## config.mk

```make
export PLATFORM = sky130hd
export DESIGN_NAME = rls_sample_feeder
export DESIGN_NICKNAME = d
export VERILOG_FILES = /design/src/rtl/rls_pkg.sv /design/src/rtl/rls_sync_fifo.sv /design/src/rtl/rls_sample_feeder.sv
export SDC_FILE = /design/constraint.sdc
export NUM_CORES = 1
export LEC_CHECK = 0
export BUFFER_PORTS_ARGS = -buffer_cell sky130_fd_sc_hd__buf_2
export CORE_MARGIN = 8
export CORE_UTILIZATION = 45
export DETAILED_ROUTE_END_ITERATION = 16
export PLACE_DENSITY = 0.66
export SLEW_MARGIN = 20
export SYNTH_ARGS = -nofsm -noshare
export SYNTH_HDL_FRONTEND = slang
export SYNTH_SLANG_ARGS = --single-unit
```

## constraint.sdc

```tcl
create_clock -name clk -period 2.3 [get_ports clk]
set_input_delay 0.575 -clock clk [delete_from_list [all_inputs] [get_ports clk]]
set_output_delay 0.575 -clock clk [all_outputs]
set_load 0.005 [all_outputs]
```

## src/rtl/rls_pkg.sv

```systemverilog
// rls_pkg: shared RLS defaults and the sample feeder state encoding.
package rls_pkg;

    localparam int NBITS     = 32;
    localparam int FRAC_BITS = 15;

    typedef enum logic [1:0] {
        IDLE  = 2'd0,
        ISSUE = 2'd1,
        WAIT  = 2'd2
    } feeder_state_e;

endpackage

```

## src/rtl/rls_sync_fifo.sv

```systemverilog
// rls_sync_fifo: single-clock FIFO, power-of-two depth, combinational head read.
module rls_sync_fifo
    import rls_pkg::*;
#(
    parameter int WIDTH = NBITS,
    parameter int DEPTH = 4
) (
    input  logic                       clk,
    input  logic                       reset,
    input  logic                       push,
    input  logic                       pop,
    input  logic [WIDTH-1:0]           wdata,
    output logic [WIDTH-1:0]           rdata,
    output logic                       full,
    output logic                       empty,
    output logic [$clog2(DEPTH+1)-1:0] count
);

    localparam int AW = $clog2(DEPTH);
    localparam int CW = $clog2(DEPTH+1);

    logic [WIDTH-1:0] mem_q [DEPTH];
    logic [AW-1:0]    wr_q, rd_q;
    logic [CW-1:0]    cnt_q;
    logic             do_push, do_pop;

    // Push is refused when full even if a pop happens in the same cycle.
    assign do_push = push && !full;
    assign do_pop  = pop && !empty;

    always_ff @(posedge clk or negedge reset) begin
        if (!reset) begin
            wr_q  <= '0;
            rd_q  <= '0;
            cnt_q <= '0;
        end else begin
            if (do_push) wr_q <= wr_q + AW'(1);
            if (do_pop)  rd_q <= rd_q + AW'(1);
            cnt_q <= cnt_q + CW'(do_push) - CW'(do_pop);
        end
    end

    always_ff @(posedge clk) begin
        if (do_push) mem_q[wr_q] <= wdata;
    end

    assign rdata = mem_q[rd_q];
    assign full  = cnt_q == CW'(DEPTH);
    assign empty = cnt_q == '0;
    assign count = cnt_q;

endmodule

```

## src/rtl/rls_sample_feeder.sv

```systemverilog
// rls_sample_feeder: buffers samples and issues one RLS iteration per sample, GAP cycles apart.
// Optional RLS_FEEDER_STATS_EN adds the iters output counting newIt pulses.
module rls_sample_feeder
    import rls_pkg::*;
#(
    parameter int nBits = NBITS,
    parameter int DEPTH = 4,
    parameter int GAP   = 60
) (
    input  logic                       clk,
    input  logic                       reset,
    input  logic [nBits-1:0]           s_data,
    input  logic                       s_valid,
    output logic                       s_ready,
    output logic [nBits-1:0]           y,
    output logic                       newIt,
    input  logic                       enable,
    output logic [$clog2(DEPTH+1)-1:0] count,
    output logic                       busy
`ifdef RLS_FEEDER_STATS_EN
    ,
    output logic [15:0]                iters
`endif
);

    localparam int WW = $clog2(GAP+1);
    // ISSUE + WAIT cycles + one IDLE cycle add up to GAP start-to-start.
    localparam logic [WW-1:0] WAIT_LOAD = WW'(GAP-3);

    feeder_state_e    state_q, state_d;
    logic [nBits-1:0] y_q, y_d, head;
    logic [WW-1:0]    wait_q, wait_d;
    logic             full, empty, load;

    rls_sync_fifo #(
        .WIDTH (nBits),
        .DEPTH (DEPTH)
    ) u_fifo (
        .clk   (clk),
        .reset (reset),
        .push  (s_valid),
        .pop   (load),
        .wdata (s_data),
        .rdata (head),
        .full  (full),
        .empty (empty),
        .count (count)
    );

    assign load = state_q == IDLE && !empty && enable;

    always_comb begin
        state_d = load ? ISSUE :
                  state_q == ISSUE ? WAIT :
                  (state_q == WAIT && wait_q == '0) ? IDLE : state_q;
        wait_d  = state_q == ISSUE ? WAIT_LOAD :
                  (state_q == WAIT && wait_q != '0) ? wait_q - WW'(1) : wait_q;
        y_d     = load ? head : y_q;
    end

    always_ff @(posedge clk or negedge reset) begin
        if (!reset) begin
            state_q <= IDLE;
            wait_q  <= '0;
            y_q     <= '0;
        end else begin
            state_q <= state_d;
            wait_q  <= wait_d;
            y_q     <= y_d;
        end
    end

    assign s_ready = !full;
    assign y       = y_q;
    assign newIt   = state_q == ISSUE;
    assign busy    = state_q != IDLE;

`ifdef RLS_FEEDER_STATS_EN
    logic [15:0] iters_q;
    always_ff @(posedge clk or negedge reset) begin
        if (!reset) iters_q <= '0;
        else        iters_q <= iters_q + 16'(state_q == ISSUE);
    end
    assign iters = iters_q;
`else
    // Without statistics there is no iteration counter.
`endif

endmodule

```

* Word level (Yosys, flattened, before mapping) *
Memories as Yosys holds them, arrays and structs flattened. A register that Yosys moved wholly into a read port is not among the register bits.
Index checks and enable logic that the tools add are counted.

operators by class
  $add $sub $neg = 5
  equality and inequality tests = 3
  multiplexer cells = 7
  reduce and logical (&&, ||, !) cells = 16

operators with widths
  cell                                              count
  2-to-1 mux 6 bit                                  2
  logical AND 1 bit                                 6
  logical NOT 6 bit                                 1
  2-to-1 mux 2 bit                                  3
  nonzero test 6 bit                                1
  subtractor 6 x 1 -> 6 bit, second input constant  1
  adder 2 x 1 -> 2 bit, second input constant       2
  nonzero test 2 bit                                2
  adder 3 x 1 -> 3 bit                              1
  == test 3 bit, second input constant              1
  logical NOT 1 bit                                 3
  logical NOT 3 bit                                 1
  nonzero test 3 bit                                1
  subtractor 3 x 1 -> 3 bit                         1
  == test 2 x 1 -> 1 bit, second input constant     1
  == test 2 bit, second input constant              1
  logical NOT 2 bit                                 1
  2-to-1 mux 1 bit                                  2

word-level totals
  register bits = 15
  memory bits (writable) = 128
  input port bits = 36
  output and inout port bits = 38
  word-level logic and storage cells = 37
  memories kept = 1

memory list
  memory        depth  bits a word  read ports  clocked after memory_dff  wr ports  RTL line             RTL
  u_fifo.mem_q  4      32           1           1                         1         rls_sync_fifo.sv:22  logic [WIDTH-1:0] mem_q [DEPTH];

* Depth between registers and ports, before layout *
  depth after elaboration = 6
  gate-level depth with buffers = 9

* By module *
From an unflattened synthesis, not the netlist that was laid out.

unflattened totals
  cells, all modules = 335
  area, all modules = 6871.6 µm²

modules (own cells, without submodules)
  module             times used  cells each  area each (µm²)  sequential area each (µm²)
  rls_sync_fifo      1           209         5138.7           4018.9
  rls_sample_feeder  1           126         1732.9           1001.0

* Worst setup path before layout *
No wires, ideal clock.

  path type = flip-flop to flip-flop
  start = register u_fifo.cnt_q[2], in the netlist u_fifo.count[2]
  end = register u_fifo.cnt_q[2], in the netlist u_fifo.count[2]
  library setup time = 0.123 ns
  arrival = 2.066 ns
  required time = 2.177 ns
  slack = 0.111 ns
  cell stages (with the launch flop) = 10
  period minus slack after synthesis = 2.189 ns
  cells stage by stage = dfrtp_1 -> nor3_1 -> and3b_1 -> buf_2 -> buf_6 -> ha_1 -> inv_1 -> ha_1 -> fa_1 -> xnor2_1

on the way
  word-level cells in the longest chain between the ends = 6
  elaborated cells on any way between the ends = 10
  classes of those cells = add/sub (2); eq/ne (1); reduce/logical (7)

RTL lines
  item                            RTL line                                      RTL
  start: declaration              rls_sync_fifo.sv:24                           logic [CW-1:0] cnt_q;
  start signal: assignment        rls_sync_fifo.sv:39                           cnt_q <= cnt_q + CW'(do_push) - CW'(do_pop);
  logical NOT 3 bit (*)           rls_sync_fifo.sv:49                           assign empty = cnt_q == '0;
  logical NOT 1 bit (*)           rls_sync_fifo.sv:29, rls_sample_feeder.sv:50
  logical AND 1 bit (2 in a row)  rls_sample_feeder.sv:50                       assign load = state_q == IDLE && !empty && enable;
  logical AND 1 bit (*)           rls_sync_fifo.sv:29                           assign do_pop = pop && !empty;
  via u_fifo.do_pop               rls_sync_fifo.sv:25                           logic do_push, do_pop;
  subtractor 3 x 1 -> 3 bit (*)   rls_sync_fifo.sv:39

The timed path passes the listed nets; every way through them passes the cells marked *.
A chain may end at the register's enable or synchronous reset.

* Worst setup path after layout *
  start = register u_fifo.cnt_q[2], in the netlist u_fifo.count[2]
  end = register u_fifo.cnt_q[2], in the netlist u_fifo.count[2]

on the way
  word-level cells in the longest chain between the ends = 6
  elaborated cells on any way between the ends = 10
  classes of those cells = add/sub (2); eq/ne (1); reduce/logical (7)

RTL lines
  item                                                                          RTL line
  parallel branches: the longest is 5 deep, another holds adder 3 x 1 -> 3 bit  -
  subtractor 3 x 1 -> 3 bit (*)                                                 rls_sync_fifo.sv:39

Mark *: on every way between the ends.

==> impl_results.md <==
* Final nets at 465
* Switch share at 27.0%
* R2R cell count at 7
* Clock Path Buffers at 2
* Drt wl/cell at 19.4 um
* Post-Syn Nets at 373
* Port bufs at 73
* DP Wirelength at 7.59 mm
* Layout cells sized above 1 at 44.8%
* Most frequent cells in the layout: 128 x edfxtp_1, 73 x buf_2, 45 x dfrtp_1
* Clk_lat worst skew at 410 ps
* Internal power at 7440 uW
* Share of power burned in registers at 46.2%
* Post-Syn Area at 0.00674 mm^2
* Setup-failing EPs final at 0
* Num ports at 74
* Setup Buffers After CTS at 0
* Max_slew headroom at 66.8%
* Overall track demand over capacity in global routing at 12.6%
* H-tree depth at 4
* Post-synth top area cell: edfxtp_1
* Setup TNS at 0 ps
* Worst slack, placed at 242 ps
* Leak at 0.00300 uW
* Largest net degree at the start of global routing at 48
* Clk root buf: clkbuf_16
* Setup slack after layout at 267 ps
* Post-Syn Area per Cell at 20.5 um^2
* Pre-antenna DRT Iters at 4
* Worst Setup SP: u_fifo.count[2]
* R2r startpoint: u_fifo.count[2]
* Setup crit end: u_fifo.count[2]
* Antenna-violating nets left at 0
* Clk slew on worst S/H paths at 60 ps
* Finished Core Util at 54.9%
* Gp weighted congestion at 0.741
* CP Capture Type: flop
* Post-cts gate resize count at 0
* Hold Buf Count CTS at 0
* Fin. Hold Viols at 0
* Die Y at 138 um
* Peak VDD IR at 806 uV
* Mapped Cells at 328
* Cell Rows at 44
* Clk_skew at 9.81 ps
* Critical Path RT at 2590 ps
* CP Cell Sequence: nor3_1 -> and3b_2 -> ha_1 -> inv_1 -> ha_1 -> fa_1 -> xnor2_1
* Synth warnings at 0
* Outcome: completed
* HP Class: input pin to asynchronous set/reset pin
* Final worst path period need at 2030 ps
* Routed vias/inst at 5.22
* Max Cap Viol at 0
* TritonCTS buffer count at 17
* Part of the power in the clock network at 27.6%
* Yosys reg bits at 175
* Synth top area cells: edfxtp_1 57%, dfrtp_1 17%, mux4_2 11%
* R2r endpoint: u_fifo.count[2]
* CTS tree: built
* Fmax at 0.492 GHz
* Synth unique cells at 40
* Fin. max-slew vios at 0
* Critical path's slowest cell: dfrtp_1
* Clock sink count at 175
* Synth top area share at 57.0%
* Pwr per Cell Area at 1270 mW/mm^2
* Iter 0 DRT Violations at 208
* Vias in the first global route at 3571
* CP Launch Type: flop
* Crit path max fanout at 5
* Combinational Power Share at 26.2%
* Final worst-path cycle share at 88.4%
* First-pass GRT wire length at 18.7 mm
* Most used cell, CP: ha_1
* P&R area growth vs syn at 19.0%
* Setup CP Type: flop to flop
* DRT Wirelength at 12.0 mm
* Pin slew with the least headroom to its limit at 498 ps
* Initial Util at 46.2%
* DIE AREA at 0.0191 mm^2
* # diodes at 0
* Remaining design rule violation count at 0
* Net Switching at 2760 uW
* Vias at 3218
* Post-synthesis sequential area ratio at 74.5%
* Crit path DAT at 2330 ps
* Worst path max stage delay at 430 ps
* Commonest non-fill, non-tap cell in the layout: edfxtp_1
* Die width at 138 um
* Initial antenna violation count at 0
* Std-Cell Core Area at 0.0146 mm^2
* RSZ-0062 raised after global routing: no
* Remaining Overflow, GRT at 0
* Internal reg-to-reg setup slack at 270 ps
==> worst min path at each step <==
stage                     startpoint          to  slack [ps]  cells past startpoint
after CTS                      reset       y[20]         140                      2
after floorplan                reset  state_q[0]         280                      0
after detailed placement       y[20]       y[20]         490                      1
after global placement         y[27]       y[27]         480                      1
after global routing           reset   wait_q[5]         160                      2
final                          reset   wait_q[5]         140                      2
==> worst max-delay path: cells and delay by family, from the launching register on <==
family	cells	cell delay, ps
xor+xnor	1	140
flops	1	430
simple gates	2	470
fa+ha+maj	3	830
buf+inv	1	40
==> layer usage <==
layer / vias up / GRT usage, % / share of wire (%)
li1: 1470 / - / -
met1: 1664 / 15.4 / 44
met2: 78 / 20.7 / 51
met3: 6 / 4.04 / 4.2
met4: 0 / 4.29 / 0.82
met5: - / 0 / 0
==> cell type report <==
cell class	count	area [um^2]
clock buffers	22	484
well taps	184	230
inverters	12	45.0
fillers	1119	6570
flip-flops and latches	175	5020
repair buffers	88	553
multi-input cells	126	1570
clock inverters	10	110
==> cells in the mapped netlist <==
cell type,number
clkbuf_1,5
a221o_1,1
buf_6,6
and3b_1,2
nand2b_1,1
ha_1,8
a31oi_1,1
and4b_1,1
and2b_1,1
o21a_1,1
a311o_1,1
fa_1,1
o41ai_1,1
nor3b_1,1
o311a_1,1
xnor2_1,2
o221ai_1,1
nor3_1,2
nor2b_1,2
o2111a_1,1
dfrtp_1,47
nand2_1,6
o41a_1,1
edfxtp_1,128
xor2_1,3
o31ai_1,1
mux2_2,33
inv_1,12
or2_2,1
buf_2,3
and2_1,5
or4_1,1
and3_2,1
nand3_1,1
o21ai_0,5
a21boi_1,1
nor2_1,5
mux4_2,32
buf_4,1
or4b_4,1
==> power by group through the flow <==
| stage | clock (uW) | sequential, uW | combinational, uW |
|---|---|---|---|
| global placement | 0 | 4730 | 2690 |
| finish | 2820 | 4710 | 2670 |
| global route | 3010 | 4800 | 2920 |
| CTS | 2890 | 4720 | 2760 |
| detailed placement | 0 | 4780 | 2750 |
| floorplan | 0 | 4670 | 1800 |
==> logic make-up after synthesis <==
kind of cell | Yosys count | synth area share, %
AOI/OAI and AO/OA | 16 | 1.84
buffers and inverters | 27 | 2.28
DFF | 175 | 74.5
adders and majority gates | 9 | 1.78
muxes | 65 | 16.2
xor gates and xnor gates | 5 | 0.650
and+or+nand+nor | 31 | 2.73
==> flip-flops by register name, indices dropped and copies added (netlist names) <==
signal and flops:
u_fifo.wr_q 2, y 32, u_fifo.mem_q 128, state_q 2, wait_q 6, u_fifo.rd_q 2, u_fifo.count 3
==> stage by stage <==
stage / hold slack (ps) / power [uW] / instances / cell area, um^2
final: 145 / 10200 / 617 / 8020
after global placement: 485 / 7430 / 585 / 7420
after global routing: 159 / 10700 / 617 / 8020
after detailed placement: 490 / 7520 / 585 / 7420
after floorplan: 279 / 6470 / 328 / 6740
after CTS: 143 / 10400 / 617 / 8020
No activity file was read; power rests on OpenSTA's default activity.
